$ cat config.mk
export PLATFORM = sky130hd
export DESIGN_NAME = m_cycle_sequencer
export DESIGN_NICKNAME = d
export VERILOG_FILES = /design/src/rtl/cpu_timing_pkg.sv /design/src/rtl/onehot_ring.sv /design/src/rtl/m_cycle_sequencer.sv
export SDC_FILE = /design/constraint.sdc
export NUM_CORES = 1
export LEC_CHECK = 0
export CELL_PAD_IN_SITES_DETAIL_PLACEMENT = 1
export CELL_PAD_IN_SITES_GLOBAL_PLACEMENT = 2
export CORE_MARGIN = 5
export CORE_UTILIZATION = 25
export CTS_CLUSTER_DIAMETER = 40
export CTS_CLUSTER_SIZE = 28
export DETAILED_ROUTE_END_ITERATION = 12
export GPL_TIMING_DRIVEN = 0
export PLACE_DENSITY = 0.77
export SLEW_MARGIN = 30
export SYNTH_ARGS = -nofsm -noshare
export SYNTH_HDL_FRONTEND = slang
export SYNTH_SLANG_ARGS = --single-unit
$ cat constraint.sdc
create_clock -name i_Clk -period 1.55 [get_ports i_Clk]
set_input_delay 0.31 -clock i_Clk [delete_from_list [all_inputs] [get_ports i_Clk]]
set_output_delay 0.31 -clock i_Clk [all_outputs]
set_load 0.05 [all_outputs]
$ cat src/rtl/cpu_timing_pkg.sv
// Shared T-state / M-cycle timing definitions for the sequencer, microcode blocks and decoder.
package cpu_timing_pkg;

  localparam int unsigned STEP_W  = 4;
  localparam int unsigned COUNT_W = 8;

  typedef enum logic [1:0] {
    SEQ_RUN   = 2'd0,
    SEQ_STALL = 2'd1,
    SEQ_HALT  = 2'd2
  } seq_state_e;

  localparam logic [STEP_W-1:0]  T1 = 4'b0001;
  localparam logic [STEP_W-1:0]  T2 = 4'b0010;
  localparam logic [STEP_W-1:0]  T3 = 4'b0100;
  localparam logic [STEP_W-1:0]  T4 = 4'b1000;
  localparam logic [COUNT_W-1:0] M1 = 8'h01;

endpackage

$ cat src/rtl/onehot_ring.sv
// One-hot rotating register: hold, rotate left, or restart to bit 0; flags the MSB rotating out.
module onehot_ring #(
  parameter int unsigned WIDTH = 4
) (
  input  logic             i_clk,
  input  logic             i_reset,
  input  logic             i_shift,
  input  logic             i_restart,
  output logic [WIDTH-1:0] o_ring,
  output logic             o_wrap
);

  localparam logic [WIDTH-1:0] BIT0 = WIDTH'(1);

  logic [WIDTH-1:0] ring_d;
  logic [WIDTH-1:0] ring_q;

  always_comb begin
    ring_d = ring_q;
    if (i_restart) begin
      ring_d = BIT0;
    end else if (i_shift) begin
      ring_d = {ring_q[WIDTH-2:0], ring_q[WIDTH-1]};
    end
  end

  always_ff @(posedge i_clk) begin
    if (i_reset) begin
      ring_q <= BIT0;
    end else begin
      ring_q <= ring_d;
    end
  end

  assign o_ring = ring_q;
  assign o_wrap = ring_q[WIDTH-1] & i_shift & ~i_restart;

endmodule

$ cat src/rtl/m_cycle_sequencer.sv
// T-state / M-cycle sequencer with fetch latch, bus-stall hold and HALT/wake sequencing.
module m_cycle_sequencer
  import cpu_timing_pkg::*;
#(
  parameter int unsigned STEP_W  = cpu_timing_pkg::STEP_W,
  parameter int unsigned COUNT_W = cpu_timing_pkg::COUNT_W
) (
  input  logic               i_Clk,
  input  logic               i_Reset,
  input  logic               i_T_En,
  input  logic               i_IR_Fetch,
  input  logic               i_Stall,
  input  logic               i_Halt_Req,
  input  logic               i_Wake,
  output logic [STEP_W-1:0]  o_Cycle_Step,
  output logic [COUNT_W-1:0] o_Cycle_Count,
  output logic               o_Instr_Done,
  output logic               o_Halted,
  output logic               o_Count_Err
);

  seq_state_e state_d, state_q;
  logic       fetch_latch_d, fetch_latch_q;
  logic       instr_done_d, instr_done_q;
  logic       halted_d, halted_q;
  logic       count_err_d, count_err_q;

  logic [STEP_W-1:0]  step;
  logic [COUNT_W-1:0] count;
  logic step_shift, step_wrap;
  logic count_shift, count_restart, count_wrap;
  logic at_boundary, fetch_any, end_instr;

  // A boundary is evaluated on a T4 tick in RUN, or on every tick while stalled at T4.
  // The step ring rotating out of T4 marks the one tick on which the boundary is applied.
  always_comb begin
    at_boundary = i_T_En &&
                  ((state_q == SEQ_RUN && step[STEP_W-1]) || state_q == SEQ_STALL);
    step_shift  = i_T_En && state_q != SEQ_HALT && !(at_boundary && i_Stall);
  end

  assign fetch_any     = fetch_latch_q | i_IR_Fetch;
  assign end_instr     = step_wrap & fetch_any;
  assign count_restart = end_instr;
  assign count_shift   = step_wrap & ~fetch_any;

  always_comb begin
    state_d       = state_q;
    fetch_latch_d = fetch_latch_q;
    instr_done_d  = 1'b0;
    count_err_d   = count_err_q | count_wrap;

    if (i_T_En) begin
      unique case (state_q)
        SEQ_HALT: begin
          if (i_Wake) state_d = SEQ_RUN;
        end
        default: begin
          if (at_boundary && i_Stall) begin
            state_d       = SEQ_STALL;
            fetch_latch_d = fetch_any;
          end else if (end_instr) begin
            fetch_latch_d = 1'b0;
            instr_done_d  = 1'b1;
            state_d       = (i_Halt_Req && !i_Wake) ? SEQ_HALT : SEQ_RUN;
          end else begin
            fetch_latch_d = fetch_any & ~step_wrap;
            state_d       = SEQ_RUN;
          end
        end
      endcase
    end

    halted_d = (state_d == SEQ_HALT);
  end

  always_ff @(posedge i_Clk) begin
    if (i_Reset) begin
      state_q       <= SEQ_RUN;
      fetch_latch_q <= 1'b0;
      instr_done_q  <= 1'b0;
      halted_q      <= 1'b0;
      count_err_q   <= 1'b0;
    end else begin
      state_q       <= state_d;
      fetch_latch_q <= fetch_latch_d;
      instr_done_q  <= instr_done_d;
      halted_q      <= halted_d;
      count_err_q   <= count_err_d;
    end
  end

  onehot_ring #(.WIDTH(STEP_W)) u_step_ring (
    .i_clk     (i_Clk),
    .i_reset   (i_Reset),
    .i_shift   (step_shift),
    .i_restart (1'b0),
    .o_ring    (step),
    .o_wrap    (step_wrap)
  );

  onehot_ring #(.WIDTH(COUNT_W)) u_count_ring (
    .i_clk     (i_Clk),
    .i_reset   (i_Reset),
    .i_shift   (count_shift),
    .i_restart (count_restart),
    .o_ring    (count),
    .o_wrap    (count_wrap)
  );

  assign o_Cycle_Step  = step;
  assign o_Cycle_Count = count;
  assign o_Instr_Done  = instr_done_q;
  assign o_Halted      = halted_q;
  assign o_Count_Err   = count_err_q;

endmodule

==> results of run 1 <==
[worst register-to-register path: cells and delay by family, from the launching register on]
kind            cells  cell delay [ps]
compound gates      1              160
flops               1              370
buf+inv             1              140
simple gates        3              500
[repair_timing]
item,in CTS,in global routing
gates resized for setup,18,12
setup endpoints to repair,15,9
gates cloned,0,0
[metrics by stage]
step | setup WS [ps] | util | hold WS [ps] | cells | instance area, sq um
floorplan | 111 | - | 379 | 72 | 682
global placement | -189 | 0.347 | 451 | 124 | 931
detailed placement | -146 | 0.347 | 468 | 124 | 931
CTS | 22.3 | 0.349 | 482 | 127 | 938
global route | 2.56 | 0.346 | 530 | 127 | 928
finish | 58.8 | 0.346 | 476 | 127 | 928
[kinds of logic (layout without fill, tap and decap cells)]
family | count (synthesis) | count (layout)
mux | 3 | 3
simple gates | 32 | 32
buf+inv | 3 | 27
compound gates | 16 | 16
flops | 18 | 18
[placed cells by master (no fill, tap or decap), drive strengths merged, types with 3 or more instances in the layout]
cell type	n
a21oi	10
clkbuf	8
clkdlybuf4s15	6
clkdlybuf4s50	6
dfxtp	18
dlygate4sd2	5
mux2i	3
nand2	8
nand3	7
nor2	7
[routing by layer]
| layer | wire length [microns] | part of all wire |
|---|---|---|
| met5 | 0 | 0 |
| met4 | 9 | 0.0054 |
| met3 | 88 | 0.053 |
| met2 | 801 | 0.48 |
| met1 | 762 | 0.46 |
[power by group]
part / internal (mW) / switching [mW]
Combinational: 0.0336 / 0.0546
Sequential: 0.471 / 0.00696
Clock: 0.0901 / 0.133
Total: 0.594 / 0.194
[worst paths after layout]
check | from | end | slack [ps] | depth (start not counted)
worst max-delay path | u_count_ring.o_ring[3]$_SDFFE_PP0N_ | o_Cycle_Count[3] | 60 | 1
worst min-delay path | o_Count_Err$_SDFF_PP0_ | o_Count_Err$_SDFF_PP0_ | 480 | 2
worst max register to register | state_q[0]$_SDFF_PP0_ | u_count_ring.o_ring[7]$_SDFFE_PP0N_ | 300 | 5
worst min register to register | o_Count_Err$_SDFF_PP0_ | o_Count_Err$_SDFF_PP0_ | 480 | 2
[sequential cells by signal, summed over array words and instances, names as in the netlist]
signal               flops
u_count_ring.o_ring      8
state_q                  2
fetch_latch_q            1
o_Halted                 1
o_Count_Err              1
u_step_ring.o_ring       4
o_Instr_Done             1
[final cells by class]
type / count / area (sq um)
tap: 31 / 38.8
timing repair buffer: 21 / 185
buffer: 2 / 15.0
fill: 331 / 1760
inverter: 1 / 3.75
sequential: 18 / 360
multi-input combinational: 51 / 303
clock buffer: 3 / 22.5
==> impl_results.rst, run 1 <==
.. list-table::
   :header-rows: 1

   * - Metric
     - Value
   * - Basic-gate share of the synthesized area counting and, or, nand and nor cells
     - 0.261
   * - Vias per std cell
     - 4.69
   * - Worst endpoint required time
     - 1240 ps
   * - Classification of the worst-slack hold path
     - flop to flop
   * - Detail Route Antenna Nets
     - 0
   * - Clock root cell
     - sky130_fd_sc_hd__clkbuf_4
   * - First-pass GRT wire length
     - slightly above 3000 microns
   * - Worst supply voltage drop on vdd
     - approximately 360 uV
   * - IO Count
     - 22
   * - Largest fanout on the critical path
     - 3
   * - Count of H-tree levels built during CTS
     - 1
   * - Placeable core region
     - between 2000 and 3000 sq um
   * - Synth area leaders
     - sky130_fd_sc_hd__dfxtp_1, sky130_fd_sc_hd__a21oi_1, sky130_fd_sc_hd__nand3_1
   * - RD Place Congestion
     - 0.723
   * - Cell taking the most area after synthesis
     - sky130_fd_sc_hd__dfxtp_1
   * - Nets
     - around 110
   * - Power per unit of standard cell area
     - 849 nW/um^2
   * - Clock-pin slew on the worst setup and hold paths
     - 100 ps
   * - Library cells used by synthesis
     - 24
   * - Overall power
     - 0.788 mW
   * - XOR/XNOR Fraction of Synth Area
     - 0
   * - Count of final hold-check violations
     - 0
   * - Element type at the critical path end
     - output pin
   * - Num CTS Buffers
     - 3
   * - Most crowded layer after global routing
     - met2
   * - Delay of the slowest critical-path stage
     - between 500 and 600 ps
   * - Fin. max-slew vios
     - 0
   * - Site Rows
     - 19
   * - Relative slew margins
     - 0.670
   * - DRT Wirelength
     - between 1500 and 2000 microns
   * - Wire per inst
     - 13.1 microns
   * - Synth Register Bits
     - 18
   * - DRC violations left
     - 0
   * - Die width
     - 62.2 microns
   * - N_diodes
     - 0
   * - Static leakage
     - 0.363 nW
   * - Initial antenna violation count
     - 0
   * - Chain of cells forming the critical path
     - dlygate4sd2_1
   * - Share of final-layout standard cells stronger than drive strength 1
     - 0.156
   * - Detailed Route Iter0 Violations
     - 6
   * - Yosys top cell area share
     - 0.528
   * - Ys Warns
     - 0
   * - Gr ovfl total
     - 0
   * - Fraction of met1 tracks used by global routing
     - 0.118
   * - Achievable frequency
     - 0.671 GHz
   * - Worst Path Buf+Inv
     - 1
   * - Via count of the first global-routing pass
     - 697
   * - Total of max-cap violations
     - 0
   * - Max clock buf depth
     - 2
   * - Routed vias
     - 596
   * - CP delay by family, top
     - buffers and inverters
   * - Hold-fix buffers, CTS
     - 0
   * - Synthesized area
     - between 600 and 700 sq um
   * - Proportion of synthesized area in mux cells
     - 0.0440
   * - Setup repair after global routing missed its margin
     - no
   * - Port-buffer cells
     - 21
   * - Share of synthesized cell area in full adder, half adder and majority cells
     - 0
   * - Skew final
     - roughly 7.5 ps
   * - TritonRoute pass-1 iters
     - 2
   * - Average footprint of a synthesized cell
     - 9.47 sq um
   * - Combinational family with the most area after synthesis
     - simple AND/OR/NAND/NOR gates
   * - Area of the die
     - 3870 sq um
   * - Area growth, synth to finish
     - 36.1%
   * - Compound-Gate Fraction of Synth Area
     - 0.139
   * - Slew @ Worst Pin
     - 496 ps
   * - Asr flop ratio synth
     - 0
   * - Category of the worst setup path launch point
     - flop
   * - Share of the yosys chip area belonging to registers
     - 0.528
   * - Global routing usage summed across all routing layers
     - 0.0930
   * - Cell with the most instances after synthesis
     - sky130_fd_sc_hd__dfxtp_1
   * - Number of enable-type register cells in the synthesized netlist
     - 0
   * - Number of failing setup endpoints in the final timing report
     - 0
   * - Data arrival time at the worst-slack endpoint
     - 1180 ps
   * - Post-CTS Setup Repair Bufs
     - 0
   * - Die height
     - 62.2 microns
   * - Critical-path cell with the highest stage delay
     - sky130_fd_sc_hd__dlygate4sd2_1
   * - Net count after synthesis
     - 79
   * - Placed wire-length estimate after detailed placement
     - 1230 microns
   * - Pin count of the biggest net entering global routing
     - 11
   * - Global-route met2 utilization
     - 0.142
   * - Post-synthesis cell count
     - 72
   * - Effective utilization at floorplan
     - 0.254
   * - Main synth FF type
     - sky130_fd_sc_hd__dfxtp_1
   * - Period Utilization, post-route
     - 0.962
   * - Sum of negative setup slack
     - 0 ps
   * - Num Clock Sinks
     - 18
   * - Critical path type
     - flop to output pin
   * - Outcome
     - finished, final reports clean
   * - Time the final worst path needs with I/O delays and setup
     - 1490 ps
   * - Met3 usage
     - 0.0306
   * - Top cell types by occurrence after synthesis
     - sky130_fd_sc_hd__dfxtp_1, sky130_fd_sc_hd__a21oi_1, sky130_fd_sc_hd__nand2_1, sky130_fd_sc_hd__nand3_1, sky130_fd_sc_hd__nor2_1
   * - Clock tree from TritonCTS
     - done
   * - Skew-Pair Late Insertion Delay
     - between 200 and 300 ps
Note: power is estimated with default switching activity, not from simulation.
==> inputs of run 2 (changes only) <==
Settings changed: CORE_MARGIN 5 to not set, GPL_TIMING_DRIVEN 0 to not set.
==> run 2 against run 1 <==
  * Sequential power about the same
  * Sequential share of layout area decreased by 6.1 points
  * Critical path type is now input port to flop
  * Cell count increased by 3.1%
  * Final area increased by 19%
  * Non-clock buffer count increased by 5
  * Maximum frequency increased by 13%
  * Register-to-register slack about the same
==> impl_results.rst, run 2 (synthesized netlist as in run 1, its figures left out) <==
.. list-table::
   :header-rows: 1

   * - Metric
     - Value
   * - Element type at the critical path end
     - flop
   * - Pin count of the biggest net entering global routing
     - 14 (+3)
   * - Num CTS Buffers
     - 3 (unchanged)
   * - Vias per std cell
     - 4.78 (+1.8%)
   * - Largest fanout on the critical path
     - 12 (+9)
   * - Number of flip-flops under the largest register name
     - 8 (unchanged)
   * - Die width
     - 54.2 microns (-13%)
   * - Cts repair resizes
     - 0 (-18)
   * - Most common cell after layout, fill and taps aside
     - sky130_fd_sc_hd__dfxtp_1
   * - Effective utilization at floorplan
     - 0.270 (+0.0165)
   * - Classification of the worst-slack hold path
     - flop to flop
   * - Total of max-cap violations
     - 0 (unchanged)
   * - Post-CTS Setup Repair Bufs
     - 0 (unchanged)
   * - Post-route worst hold slack
     - 500 ps (+24.6 ps)
   * - Power per unit of standard cell area
     - 744 nW/um^2 (-12%)
   * - Routed vias
     - 626 (+5.0%)
   * - DRC violations left
     - 0 (unchanged)
   * - Time the final worst path needs with I/O delays and setup
     - 1320 ps (-175 ps)
   * - Gr ovfl total
     - 0 (unchanged)
   * - Placed wire-length estimate after detailed placement
     - 1240 microns (+0.87%)
   * - RD Place Congestion
     - 0.694 (-4.0%)
   * - IO Count
     - 22 (unchanged)
   * - Detailed Route Iter0 Violations
     - 6 (unchanged)
   * - Die height
     - 54.2 microns (-13%)
   * - Detail Route Antenna Nets
     - 0 (unchanged)
   * - Static leakage
     - 0.423 nW (+17%)
   * - Critical Path Source
     - i_T_En
   * - Startpoint of the lowest-slack register-to-register path
     - state_q[0]$_SDFF_PP0_
   * - Critical-path cell with the highest stage delay
     - sky130_fd_sc_hd__clkdlybuf4s50_1
   * - Achievable frequency
     - 0.760 GHz (+13%)
   * - Via count of the first global-routing pass
     - 606 (-13%)
   * - N_diodes
     - 0 (unchanged)
   * - Relative slew margins
     - 0.800 (+0.129)
   * - Area of the die
     - 2940 sq um (-24%)
   * - Count of final hold-check violations
     - 0 (unchanged)
   * - TritonRoute pass-1 iters
     - 2 (unchanged)
   * - Setup repair after global routing missed its margin
     - no
   * - Slew @ Worst Pin
     - 299 ps (-197 ps)
   * - Critical path type
     - input port to flop
   * - Clock tree from TritonCTS
     - done
   * - Port-buffer cells
     - 21 (unchanged)
   * - Chain of cells forming the critical path
     - clkdlybuf4s50_1 -> and4_4 -> a32o_1 -> nor2b_1
   * - Final core utilization
     - 0.437 (+0.0914)
   * - Num Clock Sinks
     - 18 (unchanged)
   * - Period Utilization, post-route
     - 0.849 (-0.113)
   * - Number of failing setup endpoints in the final timing report
     - 0 (unchanged)
   * - DRT Wirelength
     - 1600 microns (-4.0%)
   * - Skew final
     - 5.59 ps (-1.92 ps)
   * - Share of final-layout standard cells stronger than drive strength 1
     - 0.307 (+0.151)
   * - Area occupied by registers
     - 360 sq um (unchanged)
   * - Launch instance of the worst min-delay path
     - o_Count_Err$_SDFF_PP0_
   * - Worst supply voltage drop on vdd
     - 523 uV (+44%)
   * - Leading cell types in the layout, fill and taps excluded
     - sky130_fd_sc_hd__dfxtp_1, sky130_fd_sc_hd__buf_12, sky130_fd_sc_hd__a21oi_1, sky130_fd_sc_hd__buf_4, sky130_fd_sc_hd__nand2_1
   * - Clock-pin slew on the worst setup and hold paths
     - 100 ps (about the same)
   * - Max clock buf depth
     - 2 (unchanged)
   * - Skew-Pair Late Insertion Delay
     - 290 ps (about the same)
   * - Count of H-tree levels built during CTS
     - 1 (unchanged)
   * - Initial antenna violation count
     - 0 (unchanged)
   * - Clock root cell
     - sky130_fd_sc_hd__clkbuf_4
   * - Nets
     - 110 (+4.8%)
   * - Hold-fix buffers, CTS
     - 0 (unchanged)
   * - Delay of the slowest critical-path stage
     - 600 ps (+70 ps)
   * - Site Rows
     - 18 (-1)
   * - Layout fillers
     - 292 (-12%)
   * - Worst endpoint required time
     - 1790 ps (+550 ps)
   * - Global routing usage summed across all routing layers
     - 0.134 (+0.0414)
   * - Placeable core region
     - 2520 sq um (-6.1%)
   * - Area growth, synth to finish
     - 61.7%
   * - Footprint of the multi-input gates
     - 303 sq um (unchanged)
   * - Wire per inst
     - 12.2 microns (-6.9%)
   * - Outcome
     - finished, final reports clean
   * - Category of the worst setup path launch point
     - input port
   * - Fin. max-slew vios
     - 0 (unchanged)
   * - First-pass GRT wire length
     - 2790 microns (-8.6%)
   * - Data arrival time at the worst-slack endpoint
     - 1550 ps (+370 ps)
run 2: cell types whose count changed in the layout (fill, tap and decap cells not counted), sizes merged:
cell	delta
clkbuf	-5
buf	+21
clkdlybuf4s15	-6
dlygate4sd2	-5
run 2: power breakdown:
| group | internal (mW) | switching [mW] | leakage [nW] |
|---|---|---|---|
| registers | 0.471 | 0.00985 | 0.146 |
| logic | 0.0576 | 0.0562 | 0.263 |
| clock network | 0.0904 | 0.135 | 0.0138 |
| total | 0.619 | 0.201 | 0.423 |
run 2: area by class of cell:
type                            count  area share
Timing Repair Buffer               28       0.341
Sequential cell                    18       0.327
Tap cell                           30      0.0341
Inverter                            1     0.00341
Multi-Input combinational cell     51       0.275
Clock buffer                        3      0.0204
run 2: path summary, 6_finish.rpt:
check | endpoint | depth (start not counted) | slack [ps]
setup / recovery | o_Halted$_SDFF_PP0_ | 4 | 230
hold / removal | o_Count_Err$_SDFF_PP0_ | 2 | 500
setup reg to reg | o_Halted$_SDFF_PP0_ | 4 | 290
hold reg to reg | o_Count_Err$_SDFF_PP0_ | 2 | 500
run 2: per-layer routing:
layer | global-route usage | wire length, microns
met1 | 0.166 | 687
met4 | 0.0256 | 7
met5 | 0 | 0
met3 | 0.0611 | 72
met2 | 0.215 | 828
run 2: stage by stage:
stage               setup TNS [ps]  std cells  setup slack (ps)  area [sq um]  total power [mW]
finish                           0        131               234          1100             0.820
global route                     0        131               114          1100             0.863
CTS                              0        131               217          1100             0.840
detailed placement            -496        128             -89.8          1080             0.607
global placement              -276        128             -45.4          1080             0.606
floorplan                        0         72               111           682             0.538
run 2: worst max-delay path: cells and delay by family:
kind | cells | cell delay (ps)
AO/OA/AOI/OAI | 1 | 160
buffers and inverters | 1 | 600
AND/OR/NAND/NOR | 2 | 480
